$ cat src/rtl/colnorm_sorter_if.sv
// colnorm_sorter_if: handshake bundle between the column-norm
// calculator, the sorter and the sorted-QR front end.
interface colnorm_sorter_if #(
  parameter int NORM_WL = 16,
  parameter int N_COL   = 8,
  parameter int IDX_WL  = 3
);
  logic                     in_valid;
  logic                     in_ready;
  logic [N_COL*NORM_WL-1:0] colnorm;
  logic                     out_valid;
  logic                     out_ready;
  logic [N_COL*IDX_WL-1:0]  perm;
  logic [N_COL*NORM_WL-1:0] sorted_norm;
  logic                     busy;

  modport master (
    output in_valid, colnorm, out_ready,
    input  in_ready, out_valid, perm,
    input  sorted_norm, busy
  );

  modport slave (
    input  in_valid, colnorm, out_ready,
    output in_ready, out_valid, perm,
    output sorted_norm, busy
  );
endinterface

$ cat src/rtl/colnorm_sorter.sv
// colnorm_sorter: captures one vector of column norms and selection-
// sorts it, one minimum per cycle, into an ascending permutation.
module colnorm_sorter #(
  parameter int NORM_WL = 16,
  parameter int N_COL   = 8,
  parameter int IDX_WL  = 3
) (
  input logic             clk,
  input logic             rst_n,
  colnorm_sorter_if.slave bus
);

  typedef enum logic [1:0] {
    IDLE = 2'd0,
    SORT = 2'd1,
    DONE = 2'd2
  } state_t;

  localparam logic [IDX_WL-1:0] LAST =
    IDX_WL'(N_COL - 1);

  state_t              state;
  logic                in_ready_q;
  logic                out_valid_q;
  logic                busy_q;
  logic [IDX_WL-1:0]   count;
  logic [N_COL-1:0]    used;
  logic [NORM_WL-1:0]  norm_q [N_COL];
  logic [IDX_WL-1:0]   perm_q [N_COL];
  logic [NORM_WL-1:0]  sort_q [N_COL];

  logic [IDX_WL-1:0]   min_idx;
  logic [NORM_WL-1:0]  min_val;
  logic                found;

  // Lowest unused norm; strict '<' keeps the lowest index on ties.
  always_comb begin
    min_idx = '0;
    min_val = '1;
    found   = 1'b0;
    for (int i = 0; i < N_COL; i++) begin
      if (!used[i] &&
          (!found || norm_q[i] < min_val)) begin
        found   = 1'b1;
        min_idx = IDX_WL'(i);
        min_val = norm_q[i];
      end
    end
  end

  // Control FSM plus capture and result registers.
  always_ff @(posedge clk or negedge rst_n) begin
    if (!rst_n) begin
      state       <= IDLE;
      in_ready_q  <= 1'b1;
      out_valid_q <= 1'b0;
      busy_q      <= 1'b0;
      count       <= '0;
      used        <= '0;
      for (int i = 0; i < N_COL; i++) begin
        norm_q[i] <= '0;
        perm_q[i] <= '0;
        sort_q[i] <= '0;
      end
    end else begin
      unique case (state)
        IDLE: begin
          if (bus.in_valid) begin
            for (int i = 0; i < N_COL; i++)
              norm_q[i] <=
                bus.colnorm[i*NORM_WL +: NORM_WL];
            used       <= '0;
            count      <= '0;
            state      <= SORT;
            in_ready_q <= 1'b0;
            busy_q     <= 1'b1;
          end
        end
        SORT: begin
          perm_q[count] <= min_idx;
          sort_q[count] <= min_val;
          used[min_idx] <= 1'b1;
          count         <= count + 1'b1;
          if (count == LAST) begin
            state       <= DONE;
            out_valid_q <= 1'b1;
          end
        end
        DONE: begin
          if (bus.out_ready) begin
            state       <= IDLE;
            out_valid_q <= 1'b0;
            busy_q      <= 1'b0;
            in_ready_q  <= 1'b1;
          end
        end
        default: begin
          state       <= IDLE;
          in_ready_q  <= 1'b1;
          out_valid_q <= 1'b0;
          busy_q      <= 1'b0;
        end
      endcase
    end
  end

  assign bus.in_ready  = in_ready_q;
  assign bus.out_valid = out_valid_q;
  assign bus.busy      = busy_q;

  for (genvar k = 0; k < N_COL; k++) begin : g_pack
    assign bus.perm[k*IDX_WL +: IDX_WL] = perm_q[k];
    assign bus.sorted_norm[k*NORM_WL +: NORM_WL] =
      sort_q[k];
  end

endmodule

$ cat src/flat_wrapper.sv
// flat-port wrapper written by rule: the top's interface ports become plain ports
module colnorm_sorter_flat 
#(
  parameter int NORM_WL = 16,
  parameter int N_COL   = 8,
  parameter int IDX_WL  = 3
)
  (clk, rst_n, bus_in_valid, bus_colnorm, bus_out_ready, bus_in_ready, bus_out_valid, bus_perm, bus_sorted_norm, bus_busy);
  colnorm_sorter_if #(.NORM_WL(NORM_WL), .N_COL(N_COL), .IDX_WL(IDX_WL)) bus_i ();
  input logic clk;
  input logic rst_n;
  input wire logic [$bits(bus_i.in_valid)-1:0] bus_in_valid;
  input wire logic [$bits(bus_i.colnorm)-1:0] bus_colnorm;
  input wire logic [$bits(bus_i.out_ready)-1:0] bus_out_ready;
  output wire logic [$bits(bus_i.in_ready)-1:0] bus_in_ready;
  output wire logic [$bits(bus_i.out_valid)-1:0] bus_out_valid;
  output wire logic [$bits(bus_i.perm)-1:0] bus_perm;
  output wire logic [$bits(bus_i.sorted_norm)-1:0] bus_sorted_norm;
  output wire logic [$bits(bus_i.busy)-1:0] bus_busy;
  assign bus_i.in_valid = bus_in_valid;
  assign bus_i.colnorm = bus_colnorm;
  assign bus_i.out_ready = bus_out_ready;
  assign bus_in_ready = bus_i.in_ready;
  assign bus_out_valid = bus_i.out_valid;
  assign bus_perm = bus_i.perm;
  assign bus_sorted_norm = bus_i.sorted_norm;
  assign bus_busy = bus_i.busy;
  colnorm_sorter #(.NORM_WL(NORM_WL), .N_COL(N_COL), .IDX_WL(IDX_WL)) u_core (.clk(clk), .rst_n(rst_n), .bus(bus_i));
endmodule
$ cat config.mk
export PLATFORM = sky130hd
export DESIGN_NAME = colnorm_sorter_flat
export DESIGN_NICKNAME = d
export VERILOG_FILES = /design/src/rtl/colnorm_sorter_if.sv /design/src/rtl/colnorm_sorter.sv /design/src/flat_wrapper.sv
export SDC_FILE = /design/constraint.sdc
export NUM_CORES = 1
export LEC_CHECK = 0
export CAP_MARGIN = 20
export CORE_MARGIN = 8
export CORE_UTILIZATION = 57
export DETAILED_ROUTE_END_ITERATION = 6
export PLACE_DENSITY = 0.86
export SYNTH_ARGS = -nofsm -noshare
export SYNTH_HDL_FRONTEND = slang
export SYNTH_SLANG_ARGS = --single-unit
$ cat constraint.sdc
create_clock -name clk -period 34.9 [get_ports clk]
set_input_delay 5.235 -clock clk [delete_from_list [all_inputs] [get_ports clk]]
set_output_delay 5.235 -clock clk [all_outputs]
set_load 0.02 [all_outputs]
======== Yosys cells after proc, flatten, opt, wreduce, memory -nomap -nowiden ========
Cells that the tools add are included.
word-level totals
  output and inout port bits .............. 155
  bits in registers ....................... 296
  input port bits ......................... 132
  word-level logic and storage cells ...... 134
cells by class
  reduce and logical (&&, ||, !) cells .... 36
  magnitude comparators ................... 11
  eq/ne operators ......................... 6
  bitwise logic cells ..................... 4
  add/subtract/negate cells ............... 1
  multiplexer cells ....................... 46
operators by type and width
  operator                                                                      count
  16-bit two-way mux                                                            9
  128-bit bitwise mux                                                           1
  16-bit less-than comparator                                                   7
  16-bit demux with 3-bit select                                                1
  24-bit bitwise mux                                                            1
  3-bit two-way mux                                                             8
  8-bit case mux with 2 select lines                                            1
  1-bit two-way mux                                                             14
  1-bit logical NOT                                                             13
  3-bit demux with 3-bit select                                                 1
  1-bit logical AND                                                             9
  1-bit case mux with 3 select lines                                            3
  3-bit AND reduction                                                           3
  8-bit two-way mux                                                             1
  8-bit bitwise OR                                                              1
  1-bit logical OR                                                              7
  2-bit two-way mux                                                             3
  2-bit case mux with 3 select lines                                            1
  3-bit case mux with 2 select lines                                            1
  4-bit greater-or-equal comparator, second input constant                      1
  3-bit by 4-bit less-than comparator with 1-bit output, second input constant  1
  4-bit by 1-bit less-than comparator with 1-bit output, second input constant  1
  2-bit != test, second input constant                                          2
  3-bit NOT with 4-bit output                                                   1
  other kinds (11)                                                              13

======== Depth between registers and ports, before layout ========
Gate-level depths: netlist (run 1).
  depth in word-level cells ............... 35
  depth in mapped cells ................... 107
  depth with buffers taken out ............ 93

======== Least setup slack after synthesis (run 1) ========
Ideal clock, no wire load.
  kind .................................... register -> register
  start ................................... register u_core.used[0]
  end ..................................... register u_core.sort_q (netlist bit u_core.bus.sorted_norm[100])
  slack ................................... 19.072 ns
  data required time ...................... 34.825 ns
  buffers on the path ..................... 13
  cell stages (with the launch flop) ...... 97
  period minus slack after synthesis ...... 15.828 ns
  arrival ................................. 15.753 ns
  library setup time ...................... 0.075 ns
  cell sequence ........................... dfrtp_1 buf_2 clkbuf_1 buf_1 nor2_1 ha_1 a21oi_1 o21ai_1 a2111oi_4 and3_4 nor2_4 clkbuf_1 a21oi_1 inv_1 ha_1 and4_1 nand2_1 a221oi_1 (+61 left out) buf_8 mux2i_1 ha_1 nor2b_1 o21ai_0 nand2b_1 a21oi_1 nor2b_1 o21ai_0 nand2b_1 a21oi_1 and3_1 nand2b_1 a31oi_1 a21oi_2 buf_4 mux2_4 o21ai_2
on the way
  word-level cells in the longest chain between the ends .. 30
  elaborated cells between the ends (all ways) .. 43
  those cells by class .................... order compare (7); mux (16); reduce/logical (20)
RTL lines
  element                                                                  line                  RTL
  start: declaration                                                       colnorm_sorter.sv:27  logic [N_COL-1:0] used;
  start signal: assignment                                                 colnorm_sorter.sv:59  used <= '0;
  start signal: assignment                                                 colnorm_sorter.sv:72  used <= '0;
  start signal: indexed assignment                                         colnorm_sorter.sv:82  used[min_idx] <= 1'b1;
  16-bit two-way mux                                                       colnorm_sorter.sv:42  if (!used[i] &&
  16-bit less-than comparator                                              colnorm_sorter.sv:43  (!found || norm_q[i] < min_val)) begin
  1-bit logical OR                                                         colnorm_sorter.sv:43
  1-bit logical AND                                                        colnorm_sorter.sv:42
  16-bit two-way mux / 1-bit two-way mux (equally long branches)           colnorm_sorter.sv:42
  16-bit less-than comparator / 1-bit logical NOT (equally long branches)  colnorm_sorter.sv:43
  1-bit logical OR                                                         colnorm_sorter.sv:43
  1-bit logical AND                                                        colnorm_sorter.sv:42
  (+14 left out)                                                           n/a
  1-bit logical OR                                                         colnorm_sorter.sv:43
  1-bit logical AND                                                        colnorm_sorter.sv:42
  16-bit two-way mux / 1-bit two-way mux (equally long branches)           colnorm_sorter.sv:42
  16-bit less-than comparator / 1-bit logical NOT (equally long branches)  colnorm_sorter.sv:43
  1-bit logical OR                                                         colnorm_sorter.sv:43
  1-bit logical AND                                                        colnorm_sorter.sv:42
  16-bit two-way mux (*)                                                   colnorm_sorter.sv:42
  128-bit bitwise mux (*)                                                  colnorm_sorter.sv:81  sort_q[count] <= min_val;
  end signal: indexed assignment                                           colnorm_sorter.sv:81
  end: declaration                                                         colnorm_sorter.sv:30  logic [NORM_WL-1:0] sort_q [N_COL];
Every way passes the cells marked *; elsewhere a longest branch is shown, timed or not.
A chain may end at the register's enable or synchronous reset.

======== Worst setup path after layout (run 1) ========
  start ................................... register u_core.used[0]
  end ..................................... register u_core.sort_q (netlist bit u_core.bus.sorted_norm[109])
The elaborated chain is that of the path after synthesis.

==> flow_summary_export.csv, run 1 <==
group,metric,value,unit
status,status,"finished, final reports clean",
hold_path,hold_depth,2,
placed_design,dp_cells,2036,
logic_synthesis,synthArstFlopShare,100,%
floorplanning,initial_utilization,57.8,%
logic_synthesis,synthCells,1460,
global_routing,grt_max_degree,185,
final_layout,fin_cells,2092,
worst_setup_path,cp_slowest_cell,"dfrtp_1",
worst_setup_path,ff2ff_path_depth,87,
global_routing,grt_pass1_wl,70100,um
floorplanning,dieArea,32700,um2
detailed_routing,drc,0,
worst_setup_path,critPathArrivalTime,19.04,ns
clocking,cts_tree,"done",
final_layout,nets,1957,
timing,hold_viol,0,
clocking,clk_path_buf_depth,3,
clocking,cts_resized,0,
logic_synthesis,synth_area,15500,um2
worst_setup_path,worstSetupEndpointType,"flop",
hold_path,holdCritPathClass,"flop to flop",
global_routing,grt_pass1_vias,12500,
timing,rsz0062_at_grt,"false",
worst_setup_path,worstReg2RegEnd,"u_core.bus.sorted_norm[109]$_DFFE_PN0P_",
logic_synthesis,synth_top_area_share,47.6,%
logic_synthesis,synth.most_common_cell,"dfrtp_1",
final_layout,area_growth,26.4,%
logic_synthesis,synth.distinct_cells,82,
logic_synthesis,synth-xor-area-share,0,%
worst_setup_path,path_class,"flop to flop",
detailed_routing,drtIter0Drc,930,
floorplanning,die_y,181,um
logic_synthesis,synthTopCellsByArea,"dfrtp_1 (48%), mux2_2 (13%), ha_1 (7.9%)",
worst_setup_path,cpPeakStageDelay,0.91,ns
worst_setup_path,worst-r2r-setup-slack,16.34,ns
logic_synthesis,yosysTopAreaCell,"dfrtp_1",
clocking,clock_latency,0.57,ns
detailed_routing,via_per_inst,5.78,
run,max_cap_violations,0,
worst_setup_path,start_kind,"flop",
logic_synthesis,synth_mux_area_share,16.0,%
logic_synthesis,avgSynthCellArea,10.6,um2
final_layout,drive_gt1_share,17.0,%
clocking,clk_pin_slew,0.07,ns
logic_synthesis,synthAdderAreaFrac,8.05,%
placed_design,io_buffers,286,
floorplanning,fp.dieW,181,um
logic_synthesis,ys_seq_elements,296,
final_layout,fin_util,73.1,%
detailed_routing,wl_per_cell,20.9,um
timing,setup_viol,0,
logic_synthesis,synth_top_family_by_area,"multiplexers",
clocking,cts.sinks,296,
detailed_routing,drt_wl_total,43700,um
clocking,htree_levels,1,
worst_setup_path,r2r_start,"u_core.used[0]$_DFFE_PN0P_",
hold_path,hold_path_startpoint,"u_core.bus.sorted_norm[52]$_DFFE_PN0P_",
logic_synthesis,synthTopCellsByCount,"dfrtp_1 (295), nand2_1 (191), mux2_2 (179)",
hold_path,hold_end,"u_core.bus.sorted_norm[52]$_DFFE_PN0P_",
placed_design,gp_congestion,0.921,
clocking,cts_setup_buffers,0,
timing,period_share,53.2,%
global_routing,antenna_found_initial,2,
timing,maxSlewViolCount,0,
logic_synthesis,synth_nets,1690,
logic_synthesis,ys_seq_area_share,47.8,%
global_routing,track_usage,26.4,%
clocking,cts_inserted_buffers,30,
global_routing,grt-ovfl-total,0,
floorplanning,rows,60,
detailed_routing,ant_nets,0,
worst_setup_path,cp_max_fo,31,
floorplanning,core-area,26800,um2
timing,slew_headroom,28.6,%
timing,fin_setup_tns,0,ns
placed_design,hpwl,33100,um
worst_setup_path,crit_top_cell,"a21oi_1",
floorplanning,ios,287,
detailed_routing,firstDrtPassIters,5,
logic_synthesis,synth_warnings,0,
timing,skew,0.0315,ns
logic_synthesis,ys.flop_type,"dfrtp_1",
timing,max_freq,0.0539,GHz
worst_setup_path,cp_data_required_time,35.38,ns
logic_synthesis,synth_compound_area_share,13.1,%
timing,tightest_slew,1.07,ns
clocking,ctsHoldBuffers,0,
detailed_routing,vias,12100,
clocking,cts_root_buf,"clkbuf_16",
logic_synthesis,synth_simple_gate_area_share,10.8,%
logic_synthesis,synth-edff-count,0,
timing,min_period,18.56,ns
layer usage:
metal  track usage [%]  part of all wire (%)  vias up
li1                  -                     -     5672
met1              34.2                    42     5905
met2              43.6                    48      445
met3              5.30                   6.8       75
met4              9.72                   3.4        0
met5                 0                     0        -
kinds of logic after synthesis:
kind of cell | Yosys count
fa+ha+maj | 100
simple gates | 360
compound gates | 324
flops | 296
buf+inv | 164
mux | 216
flip-flops by register name, indices dropped and copies added, names as in the netlist:
register and cells:
u_core.bus.busy 1, u_core.bus.in_ready 1, u_core.bus.out_valid 1, u_core.bus.perm 24, u_core.bus.sorted_norm 128, u_core.count 3, u_core.norm_q 128, u_core.state 2
u_core.used 8
cell usage in the layout (no fill, tap or decap), types with 45 or more instances in the layout:
| master | netlist | final |
|---|---|---|
| dfrtp_1 | 295 | 295 |
| a21oi_1 | 45 | 45 |
| nand2_1 | 191 | 191 |
| clkdlybuf4s50_1 | 0 | 285 |
| mux2_2 | 179 | 179 |
| o21ai_1 | 139 | 139 |
| ha_1 | 98 | 98 |
| o21ai_0 | 45 | 45 |
| inv_1 | 101 | 101 |
| nor2_1 | 62 | 62 |
worst max-delay path, delay by kind of cell, from the launching register on:
family | cells | cell delay (ns)
compound gates | 34 | 7.75
simple gates | 34 | 4.96
fa+ha+maj | 7 | 1.98
mux | 5 | 1.95
flops | 1 | 0.91
buf+inv | 7 | 0.85
how the worst max path moves through the flow:
stage / from / end / slack, ns / cells past startpoint
detailed placement: u_core.used[0]$_DFFE_PN0P_ / u_core.used[2]$_DFFE_PN0P_ / 16.42 / 88
global route: u_core.used[0]$_DFFE_PN0P_ / u_core.bus.sorted_norm[109]$_DFFE_PN0P_ / 14.66 / 94
global placement: u_core.used[0]$_DFFE_PN0P_ / u_core.used[2]$_DFFE_PN0P_ / 16.93 / 88
floorplan: u_core.used[0]$_DFFE_PN0P_ / u_core.bus.sorted_norm[100]$_DFFE_PN0P_ / 19.07 / 96
CTS: u_core.used[0]$_DFFE_PN0P_ / u_core.bus.sorted_norm[109]$_DFFE_PN0P_ / 16.41 / 88
finish: u_core.used[0]$_DFFE_PN0P_ / u_core.bus.sorted_norm[109]$_DFFE_PN0P_ / 16.34 / 87
through the flow:
| stage | worst slack (ns) | hold WS [ns] | instance area [um2] |
|---|---|---|---|
| after floorplan | 19.07 | 0.463 | 15500 |
| after global placement | 16.93 | 0.462 | 18600 |
| after detailed placement | 16.42 | 0.466 | 18600 |
| after CTS | 16.41 | 0.480 | 19600 |
| after global routing | 14.66 | 0.502 | 19600 |
| final | 16.34 | 0.481 | 19600 |
cell type report:
class / instances / area [um2]
diodes: 2 / 5.00
fillers: 1800 / 7210
clock inverters: 7 / 76.3
flip-flops and latches: 296 / 7410
well taps: 341 / 427
clock buffers: 47 / 895
repair buffers: 298 / 2970
inverters: 101 / 379
multi-input cells: 1000 / 7430
Power of run 1 is left out: the tool's default activity adds up to more than one toggle a clock period on the data nets, which glitch-free logic cannot reach.
==> run 2, diff against run 1 <==
--- a/config.mk
+++ b/config.mk
@@ -7,9 +7,9 @@
 export LEC_CHECK = 0
 export CAP_MARGIN = 20
 export CORE_MARGIN = 8
-export CORE_UTILIZATION = 57
+export CORE_UTILIZATION = 48
 export DETAILED_ROUTE_END_ITERATION = 6
-export PLACE_DENSITY = 0.86
+export PLACE_DENSITY = 0.77
 export SYNTH_ARGS = -nofsm -noshare
 export SYNTH_HDL_FRONTEND = slang
 export SYNTH_SLANG_ARGS = --single-unit
==> constraint.sdc (replaced) <==
create_clock -name clk -period 15.6 [get_ports clk]
set_input_delay 2.34 -clock clk [delete_from_list [all_inputs] [get_ports clk]]
set_output_delay 2.34 -clock clk [all_outputs]
set_load 0.02 [all_outputs]
==> flow_summary_export.csv, run 2 (synthesis results as in run 1) <==
group,metric,value,unit
status,status,"finished, final reports clean",
worst_setup_path,worstReg2RegEnd,"u_core.bus.sorted_norm[38]$_DFFE_PN0P_",
final_layout,nFillCells,2263,
clocking,ctsHoldBuffers,0,
floorplanning,ios,287,
clocking,cts.sinks,296,
detailed_routing,firstDrtPassIters,5,
timing,tightest_slew,1.00,ns
detailed_routing,ant_nets,0,
placed_design,placed_cell_area,18900,um2
floorplanning,core-area,31600,um2
worst_setup_path,worstSetupEndpointType,"flop",
timing,maxSlewViolCount,0,
worst_setup_path,start_kind,"flop",
final_layout,final_area,21300,um2
worst_setup_path,r2r_start,"u_core.used[0]$_DFFE_PN0P_",
clocking,clock_latency,0.58,ns
timing,min_period,15.14,ns
worst_setup_path,cp_data_required_time,16.10,ns
worst_setup_path,cpPeakStageDelay,0.59,ns
placed_design,gp_congestion,0.927,
global_routing,grt_max_degree,169,
timing,period_share,97.0,%
detailed_routing,drtIter0Drc,866,
detailed_routing,drc,0,
hold_path,holdCritPathClass,"flop to flop",
placed_design,dp_cells,2115,
global_routing,track_usage,22.4,%
final_layout,drive_gt1_share,27.1,%
clocking,cts_root_buf,"clkbuf_16",
worst_setup_path,cp_slowest_cell,"dfrtp_2",
clocking,clk_path_buf_depth,3,
placed_design,io_buffers,286,
final_layout,area_growth,37.4,%
final_layout,mostFrequentLayoutCell,"dfrtp_1",
worst_setup_path,cp_max_fo,8,
final_layout,antenna_cells,0,
detailed_routing,drt_wl_total,46900,um
clocking,cts_inserted_buffers,31,
floorplanning,dieArea,38300,um2
floorplanning,fp.dieW,196,um
clocking,htree_levels,1,
worst_setup_path,path_class,"flop to flop",
detailed_routing,vias,12600,
floorplanning,initial_utilization,49.0,%
global_routing,antenna_found_initial,0,
final_layout,nets,2025,
hold_path,hold_depth,2,
timing,hold_viol,0,
clocking,clk_pin_slew,0.07,ns
hold_path,hold_path_startpoint,"u_core.bus.sorted_norm[15]$_DFFE_PN0P_",
timing,max_freq,0.0661,GHz
hold_path,hold_end,"u_core.bus.sorted_norm[15]$_DFFE_PN0P_",
timing,hold-worst-slack,0.477,ns
worst_setup_path,path_delay_family,"compound AO/OA/AOI/OAI gates",
global_routing,grt-ovfl-total,0,
global_routing,grt_pass1_wl,69300,um
clocking,cts_tree,"done",
worst_setup_path,path_buf_inv,9,
detailed_routing,wl_per_cell,21.1,um
final_layout,final_cell_mix,"dfrtp_1 (294), clkdlybuf4s50_1 (285), nand2_1 (188)",
detailed_routing,via_per_inst,5.69,
worst_setup_path,crit_start,"u_core.used[0]$_DFFE_PN0P_",
timing,slew_headroom,33.1,%
worst_setup_path,critPathArrivalTime,15.63,ns
final_layout,fin_cells,2222,
run,max_cap_violations,0,
floorplanning,die_y,196,um
global_routing,grt_pass1_vias,12200,
placed_design,hpwl,33700,um
timing,setup_viol,0,
worst_setup_path,ff2ff_path_depth,88,
worst_setup_path,worst-r2r-setup-slack,0.46,ns
floorplanning,rows,65,
timing,skew,0.0169,ns
[run 2: cell types whose count changed in the layout (fill, tap and decap cells not counted), moves of 11 or more]
cell,before,now
inv_1,101,87
a21oi_4,0,11
ha_1,98,77
a21oi_2,4,17
nor2_1,62,44
o21ai_2,9,31
nor2_4,1,13
buf_4,11,55
o21ai_0,45,21
a21oi_1,45,21
ha_4,0,18
[run 2: cell type report]
type                       instances  area, um2  share of cell area, %
clock inverter                     9        106                  0.500
clock buffer                      49        933                   4.39
inverter                         101        389                   1.83
sequential                       296       7410                   34.8
tap                              402        503                   2.36
multi-input combinational       1001       8260                   38.8
timing repair buffer             364       3680                   17.3
[run 2: layer usage]
metal  vias to the layer above  wire length, um  global-route usage, %
met3                       112             2800                   3.61
li1                       5830                -                      -
met2                       466            22800                   37.5
met4                         0             1900                   7.58
met1                      6240            19400                   29.3
met5                         -                0                      0
[run 2: timing repair]
action                     CTS  global route
setup endpoints to repair  159           160
cloned                       0             7
gates resized for setup     24           189
setup buffers                2            40
pin swaps                    3            65
[run 2: worst max-delay path by stage]
stage	end	cells after the start	slack, ns
global route	u_core.bus.sorted_norm[119]$_DFFE_PN0P_	88	-0.35
detailed placement	u_core.used[0]$_DFFE_PN0P_	88	-0.61
finish	u_core.bus.sorted_norm[38]$_DFFE_PN0P_	88	0.46
CTS	u_core.bus.sorted_norm[98]$_DFFE_PN0P_	94	0.009
floorplan	u_core.bus.sorted_norm[100]$_DFFE_PN0P_	103	0.10
global placement	u_core.used[2]$_DFFE_PN0P_	88	-0.01
[run 2: worst reg2reg max path, delay by kind of cell (launching register included)]
family | cells | cell delay [ns]
AOI/OAI and AO/OA | 35 | 5.81
adders and majority gates | 7 | 1.74
buffers and inverters | 9 | 1.05
DFF | 1 | 0.59
muxes | 5 | 1.74
and+or+nand+nor | 32 | 4.14
[run 2: metrics by stage]
| stage | utilization (%) | setup TNS [ns] | setup slack (ns) |
|---|---|---|---|
| CTS | 63.1 | 0 | 0.00927 |
| finish | 67.3 | 0 | 0.463 |
| global placement | 59.6 | -0.0140 | -0.0103 |
| global route | 67.3 | -44.48 | -0.348 |
| floorplan | - | 0 | 0.103 |
| detailed placement | 59.6 | -79.87 | -0.611 |
Power of run 2 is left out for the same reason.
==> run 3, diff against run 2 <==
--- a/config.mk
+++ b/config.mk
@@ -5,7 +5,7 @@
 export SDC_FILE = /design/constraint.sdc
 export NUM_CORES = 1
 export LEC_CHECK = 0
-export CAP_MARGIN = 20
+export CAP_MARGIN = 0
 export CORE_MARGIN = 8
 export CORE_UTILIZATION = 48
 export DETAILED_ROUTE_END_ITERATION = 6
==> results of run 3 <==
No change in the layout: final DEF, timing and power equal those of run 2.
Power of run 3 is left out for the same reason.
